File: config.mk
export PLATFORM = sky130hd
export DESIGN_NAME = uwb_data_writer
export DESIGN_NICKNAME = d
export VERILOG_FILES = /design/src/rtl/uwb_pkg.sv /design/src/rtl/uwb_stage_fifo.sv /design/src/rtl/uwb_data_writer.sv
export SDC_FILE = /design/constraint.sdc
export NUM_CORES = 1
export LEC_CHECK = 0
export BUFFER_PORTS_ARGS = -buffer_cell sky130_fd_sc_hd__buf_2
export CORE_MARGIN = 3
export CORE_UTILIZATION = 51
export DETAILED_ROUTE_END_ITERATION = 12
export GPL_TIMING_DRIVEN = 1
export MAX_ROUTING_LAYER = met4
export PLACE_DENSITY = 0.75
export SYNTH_ARGS = -nofsm -noshare
export SYNTH_HDL_FRONTEND = slang
export SYNTH_SLANG_ARGS = --single-unit
File: constraint.sdc
create_clock -name clk -period 3 [get_ports clk]
set_clock_uncertainty 0.05 [all_clocks]
set_input_delay 0.3 -clock clk [delete_from_list [all_inputs] [get_ports clk]]
set_output_delay 0.3 -clock clk [all_outputs]
set_load 0.05 [all_outputs]
File: src/rtl/uwb_pkg.sv
// rtl/uwb_pkg.sv - shared UWB command constants and writer FSM state type
package uwb_pkg;

    // Read flag on command bytes, shared with the receive-side reader.
    localparam logic [7:0] UWB_CMD_RD_FLAG  = 8'd128;
    // Query TX-buffer usage.
    localparam logic [7:0] UWB_CMD_TX_USAGE = 8'd3;
    // Burst write into the TX buffer (read flag clear).
    localparam logic [7:0] UWB_CMD_BURST_WR = 8'd63;
    // Length byte of a usage poll: command plus one dummy byte.
    localparam logic [7:0] UWB_POLL_LEN     = 8'd2;

    typedef enum logic [3:0] {
        ST_IDLE,
        ST_P_LEN,
        ST_P_CMD,
        ST_P_DUM,
        ST_WAIT,
        ST_CAP,
        ST_CALC,
        ST_B_LEN,
        ST_B_CMD,
        ST_DATA
    } uwb_wr_state_e;

    function automatic logic [7:0] uwb_min8(input logic [7:0] a, input logic [7:0] b);
        return (a < b) ? a : b;
    endfunction

endpackage

File: src/rtl/uwb_stage_fifo.sv
// rtl/uwb_stage_fifo.sv - byte staging FIFO with first-word fall-through read
//
// Ports:
//   clk, rst        byte-rate clock, synchronous active-high reset
//   push, push_data write one byte (caller guarantees not full)
//   pop             remove the head byte (caller guarantees not empty)
//   pop_data        current head byte, valid whenever count != 0
//   count           bytes held, 0..DEPTH
//   full            registered: count == DEPTH
module uwb_stage_fifo #(
    parameter int DEPTH = 64
) (
    input  logic       clk,
    input  logic       rst,
    input  logic       push,
    input  logic [7:0] push_data,
    input  logic       pop,
    output logic [7:0] pop_data,
    output logic [7:0] count,
    output logic       full
);

    localparam int PW = (DEPTH > 1) ? $clog2(DEPTH) : 1;

    logic [7:0]    mem_q [DEPTH];
    logic [PW-1:0] wr_ptr_q, wr_ptr_d;
    logic [PW-1:0] rd_ptr_q, rd_ptr_d;
    logic [7:0]    count_q, count_d;
    logic          full_q, full_d;

    // Pointers wrap explicitly so DEPTH need not be a power of two.
    function automatic logic [PW-1:0] ptr_inc(input logic [PW-1:0] p);
        return (p == PW'(DEPTH - 1)) ? '0 : p + 1'b1;
    endfunction

    always_comb begin
        wr_ptr_d = push ? ptr_inc(wr_ptr_q) : wr_ptr_q;
        rd_ptr_d = pop  ? ptr_inc(rd_ptr_q) : rd_ptr_q;
        count_d  = count_q + {7'd0, push} - {7'd0, pop};
        full_d   = (count_d == 8'(DEPTH));
    end

    always_ff @(posedge clk) begin
        if (rst) begin
            wr_ptr_q <= '0;
            rd_ptr_q <= '0;
            count_q  <= 8'd0;
            full_q   <= 1'b0;
        end else begin
            wr_ptr_q <= wr_ptr_d;
            rd_ptr_q <= rd_ptr_d;
            count_q  <= count_d;
            full_q   <= full_d;
        end
    end

    always_ff @(posedge clk) begin
        if (push) begin
            mem_q[wr_ptr_q] <= push_data;
        end
    end

    assign pop_data = mem_q[rd_ptr_q];
    assign count    = count_q;
    assign full     = full_q;

endmodule

File: src/rtl/uwb_data_writer.sv
// rtl/uwb_data_writer.sv - stages a byte stream and burst-writes it into the UWB TX buffer over SPI
//
// Optional feature macro: UWB_WRITER_HEADER_EN (prefix each burst with a sequence byte).
//
// Ports:
//   clk, rst            byte-rate clock, synchronous active-high reset
//   en                  allow new usage polls; a running transfer always completes
//   in_data, in_valid   input byte stream
//   in_ready            stage FIFO can accept a byte
//   to_spi              byte to SPI master each cycle, 0 outside a transfer
//   from_spi            byte returned by SPI master, SPI_LAT cycles after to_spi
//   busy                poll or burst sequence in progress
module uwb_data_writer
    import uwb_pkg::*;
#(
    parameter int BUF_DEPTH = 255,
    parameter int MAX_BURST = 64,
    parameter int SPI_LAT   = 2
) (
    input  logic       clk,
    input  logic       rst,
    input  logic       en,
    input  logic [7:0] in_data,
    input  logic       in_valid,
    output logic       in_ready,
    output logic [7:0] to_spi,
    input  logic [7:0] from_spi,
    output logic       busy
);

    localparam logic [7:0] BUF_DEPTH_B = 8'(BUF_DEPTH);
    localparam logic [7:0] MAX_BURST_B = 8'(MAX_BURST);
    // WAIT runs SPI_LAT-1 cycles; the counter counts down to 0.
    localparam logic [7:0] WAIT_INIT   = 8'(SPI_LAT - 2);

    uwb_wr_state_e state_q, state_d;
    logic [7:0]    wait_q, wait_d;
    logic [7:0]    usage_q, usage_d;
    logic [7:0]    n_q, n_d;
    logic [7:0]    idx_q, idx_d;

    logic          fifo_push, fifo_pop, fifo_full;
    logic [7:0]    fifo_head, fifo_count;

    logic [7:0]    space, avail, n_calc;
    logic [7:0]    to_spi_c;

`ifdef UWB_WRITER_HEADER_EN
    logic [7:0]    seq_q, seq_d;
`endif

    assign in_ready  = ~fifo_full & ~rst;
    assign fifo_push = in_valid & in_ready;

    uwb_stage_fifo #(
        .DEPTH (MAX_BURST)
    ) u_fifo (
        .clk       (clk),
        .rst       (rst),
        .push      (fifo_push),
        .push_data (in_data),
        .pop       (fifo_pop),
        .pop_data  (fifo_head),
        .count     (fifo_count),
        .full      (fifo_full)
    );

    // Burst size: bounded by staged bytes, the burst limit and free space in
    // the UWB buffer; a usage reading above capacity means no space at all.
    always_comb begin
        space  = (usage_q > BUF_DEPTH_B) ? 8'd0 : BUF_DEPTH_B - usage_q;
`ifdef UWB_WRITER_HEADER_EN
        avail  = fifo_count + 8'd1;
`else
        avail  = fifo_count;
`endif
        n_calc = uwb_min8(uwb_min8(avail, MAX_BURST_B), space);
`ifdef UWB_WRITER_HEADER_EN
        // A header with no payload behind it is not worth a transfer.
        if (n_calc < 8'd2) begin
            n_calc = 8'd0;
        end
`endif
    end

    always_comb begin
        state_d  = state_q;
        wait_d   = wait_q;
        usage_d  = usage_q;
        n_d      = n_q;
        idx_d    = idx_q;
        fifo_pop = 1'b0;
        to_spi_c = 8'd0;
`ifdef UWB_WRITER_HEADER_EN
        seq_d    = seq_q;
`endif
        case (state_q)
            ST_IDLE: begin
                if (en && (fifo_count != 8'd0)) begin
                    state_d = ST_P_LEN;
                end
            end
            ST_P_LEN: begin
                to_spi_c = UWB_POLL_LEN;
                state_d  = ST_P_CMD;
            end
            ST_P_CMD: begin
                to_spi_c = UWB_CMD_TX_USAGE;
                state_d  = ST_P_DUM;
            end
            ST_P_DUM: begin
                if (SPI_LAT > 1) begin
                    wait_d  = WAIT_INIT;
                    state_d = ST_WAIT;
                end else begin
                    state_d = ST_CAP;
                end
            end
            ST_WAIT: begin
                if (wait_q == 8'd0) begin
                    state_d = ST_CAP;
                end else begin
                    wait_d = wait_q - 8'd1;
                end
            end
            ST_CAP: begin
                // This cycle's from_spi is the reply to the dummy byte.
                usage_d = from_spi;
                state_d = ST_CALC;
            end
            ST_CALC: begin
                n_d     = n_calc;
                state_d = (n_calc == 8'd0) ? ST_IDLE : ST_B_LEN;
            end
            ST_B_LEN: begin
                to_spi_c = n_q + 8'd1;
                state_d  = ST_B_CMD;
            end
            ST_B_CMD: begin
                to_spi_c = UWB_CMD_BURST_WR;
                idx_d    = 8'd0;
                state_d  = ST_DATA;
            end
            ST_DATA: begin
                to_spi_c = fifo_head;
                fifo_pop = 1'b1;
`ifdef UWB_WRITER_HEADER_EN
                if (idx_q == 8'd0) begin
                    to_spi_c = seq_q;
                    fifo_pop = 1'b0;
                end
`endif
                idx_d = idx_q + 8'd1;
                if (idx_q == n_q - 8'd1) begin
                    state_d = ST_IDLE;
`ifdef UWB_WRITER_HEADER_EN
                    seq_d   = seq_q + 8'd1;
`endif
                end
            end
            default: begin
                state_d = ST_IDLE;
            end
        endcase
    end

    always_ff @(posedge clk) begin
        if (rst) begin
            state_q <= ST_IDLE;
            wait_q  <= 8'd0;
            usage_q <= 8'd0;
            n_q     <= 8'd0;
            idx_q   <= 8'd0;
`ifdef UWB_WRITER_HEADER_EN
            seq_q   <= 8'd0;
`endif
        end else begin
            state_q <= state_d;
            wait_q  <= wait_d;
            usage_q <= usage_d;
            n_q     <= n_d;
            idx_q   <= idx_d;
`ifdef UWB_WRITER_HEADER_EN
            seq_q   <= seq_d;
`endif
        end
    end

    assign to_spi = to_spi_c;
    assign busy   = (state_q != ST_IDLE);

endmodule

== Word level (Yosys, flattened, before mapping) ==
Memory sizes are Yosys's and may differ from the RTL's. A register that Yosys moved wholly into a read port is not among the register bits.
Index checks and enable logic that the tools add are counted.

* Bits of input ports: 20
* Bits in registers: 57
* Memories: 1
* RAM bits: 512
* Logic and storage cells: 72
* Output and inout bits: 10

{| class="wikitable"
|+ Memories
! name !! words !! bits a word !! read ports !! clocked after Yosys merged registers in !! wr ports !! line !! RTL
|-
| u_fifo.mem_q || 64 || 8 || 1 || 1 || 1 || uwb_stage_fifo.sv:25 || <nowiki>logic [7:0] mem_q [DEPTH];</nowiki>
|}

* $add $sub $neg: 9
* Reductions and logical operators: 10
* Bitwise operators: 4
* Eq/ne operators: 17
* Magnitude comparators: 3
* Multiplexer cells: 19

{| class="wikitable"
|+ Operators by type and width
! kind !! number
|-
| $pmux 4 s10 || 1
|-
| $pmux 8 s5 || 1
|-
| $mux 8 || 4
|-
| $pmux 8 s2 || 2
|-
| $mux 6 || 4
|-
| $add 8x1->8 const B || 2
|-
| $eq 4x3->1 const B || 4
|-
| $logic_not 8->1 || 2
|-
| $sub 8x1->8 const B || 2
|-
| $add 6x1->6 const B || 2
|-
| $eq 6x6->1 const B || 2
|-
| $mux 4 || 3
|-
| $add 8x1->8 || 1
|-
| $eq 4x2->1 const B || 2
|-
| $eq 4x4->1 const B || 2
|-
| $eq 8x7->1 const B || 1
|-
| $eq 8x8->1 || 1
|-
| $gt 8x8->1 const B || 1
|-
| $lt 8x7->1 const B || 1
|-
| $lt 8x8->1 || 1
|-
| $ne 2x2->1 const B || 4
|-
| $reduce_bool 8->1 || 1
|-
| $sub 8x1->8 || 1
|-
| $sub 8x8->8 const A || 1
|-
| other kinds (11) || 16
|}

== Logic depth before layout (Yosys ltp) ==
* Depth in word-level cells: 7
* Mapped depth: 14

== By module ==
From an unflattened synthesis, not the netlist that was laid out.

* Cell total of the unflattened synthesis: 1462
* Area, all modules: 23939.2 µm²

{| class="wikitable"
|+ Modules (own cells, without submodules)
! module !! cells an instance !! seq. area each (µm²) !! area an instance (µm²) !! instances
|-
| uwb_stage_fifo || 1147 || 15915.3 || 21501.9 || 1
|-
| uwb_data_writer || 315 || 720.7 || 2437.3 || 1
|}

== Worst setup path after synthesis ==
Ideal clock, no wire load.

* Path kind: reg-to-reg
* Start: reg u_fifo.full_q (netlist: u_fifo.full)
* End: reg u_fifo.full_q (netlist: u_fifo.full)
* Cell stages (with the launch flop): 13
* Clock period less this slack: 3.490 ns
* Path slack: -0.490 ns
* Arrival: 3.349 ns
* Required time: 2.859 ns
* Path buffers: 2
* Path through: dfxtp_1 > nor2_1 > and2_1 > clkbuf_1 > buf_1 > ha_1 > inv_1 > fa_1 > nand2b_1 > a21oi_1 > o21ai_0 > a2111o_1 > a311oi_1

* Longest elaborated chain between the ends: 6

{| class="wikitable"
|+ RTL lines
! element !! line !! RTL
|-
| from (decl) || uwb_stage_fifo.sv:29 || <nowiki>logic full_q, full_d;</nowiki>
|-
| from (signal assigned) || uwb_stage_fifo.sv:53 || <nowiki>full_q <= full_d;</nowiki>
|-
| $not 1->1 || uwb_data_writer.sv:52 || <nowiki>assign in_ready = ~fifo_full & ~rst;</nowiki>
|-
| $and 1x1->1 || uwb_data_writer.sv:52 ||
|-
| via in_ready || uwb_data_writer.sv:25 || <nowiki>output logic in_ready,</nowiki>
|-
| $and 1x1->1 || uwb_data_writer.sv:53 || <nowiki>assign fifo_push = in_valid & in_ready;</nowiki>
|-
| via fifo_push || uwb_data_writer.sv:42 || <nowiki>logic fifo_push, fifo_pop, fifo_full;</nowiki>
|-
| $add 8x1->8 || uwb_stage_fifo.sv:39 || <nowiki>count_d = count_q + {7'd0, push} - {7'd0, pop};</nowiki>
|-
| $sub 8x1->8 || uwb_stage_fifo.sv:39 ||
|-
| $eq 8x7->1 || uwb_stage_fifo.sv:40 || <nowiki>full_d = (count_d == 8'(DEPTH));</nowiki>
|}

The timed path passes the listed nets, and every way through them passes these cells.
A chain may end at the register's enable or synchronous reset.

==> results_dict.tcl <==
set metrics [dict create \
    die-area_um2 49800 \
    crit_top_cell "buf_12" \
    clk_path_buf_depth 3 \
    cap_violations 0 \
    die_h_um 223 \
    ant_nets 0 \
    gr-total-overflow 0 \
    cp_slowest_cell "mux4_2" \
    leakage_nw 9.15 \
    regArea_um2 16600 \
    rows 78 \
    io_buffers 29 \
    synthTopCellsByArea "edfxtp_1 (64%), mux4_2 (9.7%), dfxtp_1 (5.2%)" \
    synth_edf_count 512 \
    grt_usage_pct 25.0 \
    coreArea_um2 46000 \
    grt_antenna_before_repair 1 \
    relSlewSlack_pct 18.1 \
    final_util_pct 61.2 \
    worst_pin_slew_ns 1.23 \
    grt_max_degree 65 \
    synth_cells 1417 \
    cpPeakStageDelay_ns 0.52 \
    placed_cells 2120 \
    vdd_drop_max_uv 522 \
    synth.distinct_cells 78 \
    synthDominantCellAreaShare_pct 64.0 \
    finalNetCount 1645 \
    ys_warn_count 0 \
    initial_core_util_pct 52.3 \
    instances_no_fill 2244 \
    die_x_um 223 \
    clk_pin_slew_ns 0.06 \
    detail_route.iter0.violations 1733 \
    startpoint_type "register" \
    yosys_most_used_dff "edfxtp_1" \
    violations "setup timing" \
    yosysTopAreaCell "edfxtp_1" \
    pwr_density_cell_nw_per_um2 609 \
    synth_nets 1464 \
    insertion_delay_ns 0.61 \
    synth_common_cells "edfxtp_1 (512), nor2_1 (141), mux4_2 (103)" \
    grt_pass1_wl_um 90200 \
    crit_fanout 7 \
    fin_crit_sh_pct 115 \
    area_delta_synth_final_pct 17.0 \
    worst_setup_path_end_kind "output port" \
    wire_per_inst_um 26.7 \
    avgSynthCellArea_um2 17.0 \
    post-route-min-period_ns 3.45 \
    drv_slew 0 \
    setup-tns-final_ns -3.24 \
    cts_root_buf "clkbuf_16" \
    max_freq_mhz 290 \
    layout_setup_ws_ns -0.449 \
    outcome "complete, but fails checks" \
    hold_path_class "input pin to register" \
    setup_viol 8 \
    viasPerCell 6.19 \
    ys_ff_latch 575 \
    hold_violations 0 \
    synth_seq_area_share_pct 69.2 \
    rsz0062_at_grt "true" \
    yosysMostFrequentCell "edfxtp_1" \
    ios 30 \
    multi_input_area_um2 6980 \
    path_class "register to output port" \
    routed_wl_um 59900 \
    cts.sinks 575 \
    crit_required_ns 2.65 \
    crit_arrival_ns 3.10 \
    grt_pass1_vias 14200 \
    place.gp.congestion 1.01 \
    mappedNetlistArea_um2 24000 \
    path_cells "buf_12 > buf_12 > buf_8 > mux4_2 > a22o_1 > a221oi_4 > o22ai_4 > a21oi_2 > nand2_1 > buf_6" \
    drive_gt1_share_pct 27.1 \
    firstDrtPassIters 5 \
    drcViolationCount 0 \
    hpwl_um 38000 \
    async_flop_share_pct 0 \
    cts_buffers 56 \
    h-tree-depth 2 \
    nFillCells 3193 \
    tritoncts "done" \
    vias 13900 \
]
-- path summary, 6_finish.rpt --
check,startpoint,to,slack (ns),cells past startpoint
setup / recovery,register,to_spi[1],-0.45,10
hold / removal,en,state_q[0],0.11,5
setup reg to reg,state_q[2],u_fifo.full,0.24,12
hold reg to reg,u_fifo.rd_ptr_q[1],register,0.44,2
-- registers in the layout, summed over array words and instances (netlist names), named ones only --
name / count
u_fifo.wr_ptr_q: 6
u_fifo.full: 1
wait_q: 8
u_fifo.mem_q: 512
state_q: 4
n_q: 8
u_fifo.count: 8
idx_q: 8
usage_q: 8
u_fifo.rd_ptr_q: 6
-- cells in the final DEF (no fill, tap or decap), types with 21 or more instances in the layout --
| cell type | count |
|---|---|
| a21oi_1 | 31 |
| buf_2 | 21 |
| buf_4 | 145 |
| clkbuf_16 | 57 |
| dfxtp_1 | 59 |
| edfxtp_1 | 512 |
| ha_1 | 26 |
| inv_1 | 29 |
| mux2i_1 | 45 |
| mux4_2 | 106 |
| nand2_1 | 46 |
| nand3_1 | 26 |
| nor2_1 | 138 |
| xor2_1 | 24 |
-- final cells by class --
type,instances,area share [%]
Sequential cell,575,59.2
Multi-Input combinational cell,729,24.8
Timing Repair Buffer,205,6.52
Clock buffer,75,5.31
Tap cell,600,2.67
Clock inverter,28,1.05
Inverter,31,0.418
Antenna cell,1,0.00890
-- metrics by stage --
stage | power, mW | hold WS, ns | worst slack [ns] | cell area, µm²
after detailed placement | 10.3 | 0.434 | -0.111 | 25600
after CTS | 17.2 | 0.0937 | -0.425 | 28000
final | 17.1 | 0.111 | -0.449 | 28100
after global placement | 10.3 | 0.430 | -0.0603 | 25600
after floorplan | 9.91 | 0.349 | -0.0751 | 24000
after global routing | 17.7 | 0.123 | -0.517 | 28100
-- worst max-delay path: cells and delay by family (launching register included) --
kind,cells,cell delay (ns)
muxes,1,0.52
buffers and inverters,4,0.58
DFF,1,0.36
AOI/OAI and AO/OA,4,0.93
and+or+nand+nor,1,0.09
-- kinds of logic after synthesis --
kind of cell | after synthesis | share of synthesized area (%)
buffers and inverters | 113 | 2.96
XOR/XNOR | 39 | 1.42
AND/OR/NAND/NOR | 329 | 6.75
adder cells (fa/ha/maj) | 28 | 1.48
multiplexers | 176 | 13.6
flip-flops | 575 | 69.2
AO/OA/AOI/OAI | 157 | 4.57
-- report_power, final --
part           total (mW)  switching [mW]  internal, mW
registers            8.87          0.0716          8.80
logic                1.34           0.847         0.489
clock network        6.90            2.90          4.00
-- what timing repair did --
item                       in CTS  in global routing
setup endpoints to repair       9                  9
gates cloned                    4                  0
resized for setup              76                 23
hold buffers                    8                  0
setup buffers                   9                  0
hold endpoints to repair        8                  0
pin swaps                      20                 11
-- per-layer routing --
metal	GRT usage, %	up-vias	routed length, µm
li1	-	5964	-
met1	32.5	7044	22800
met2	39.6	729	29600
met3	5.62	151	5510
met4	7.90	0	2000
met5	-	-	0
Power figures use the tool's default switching activity.
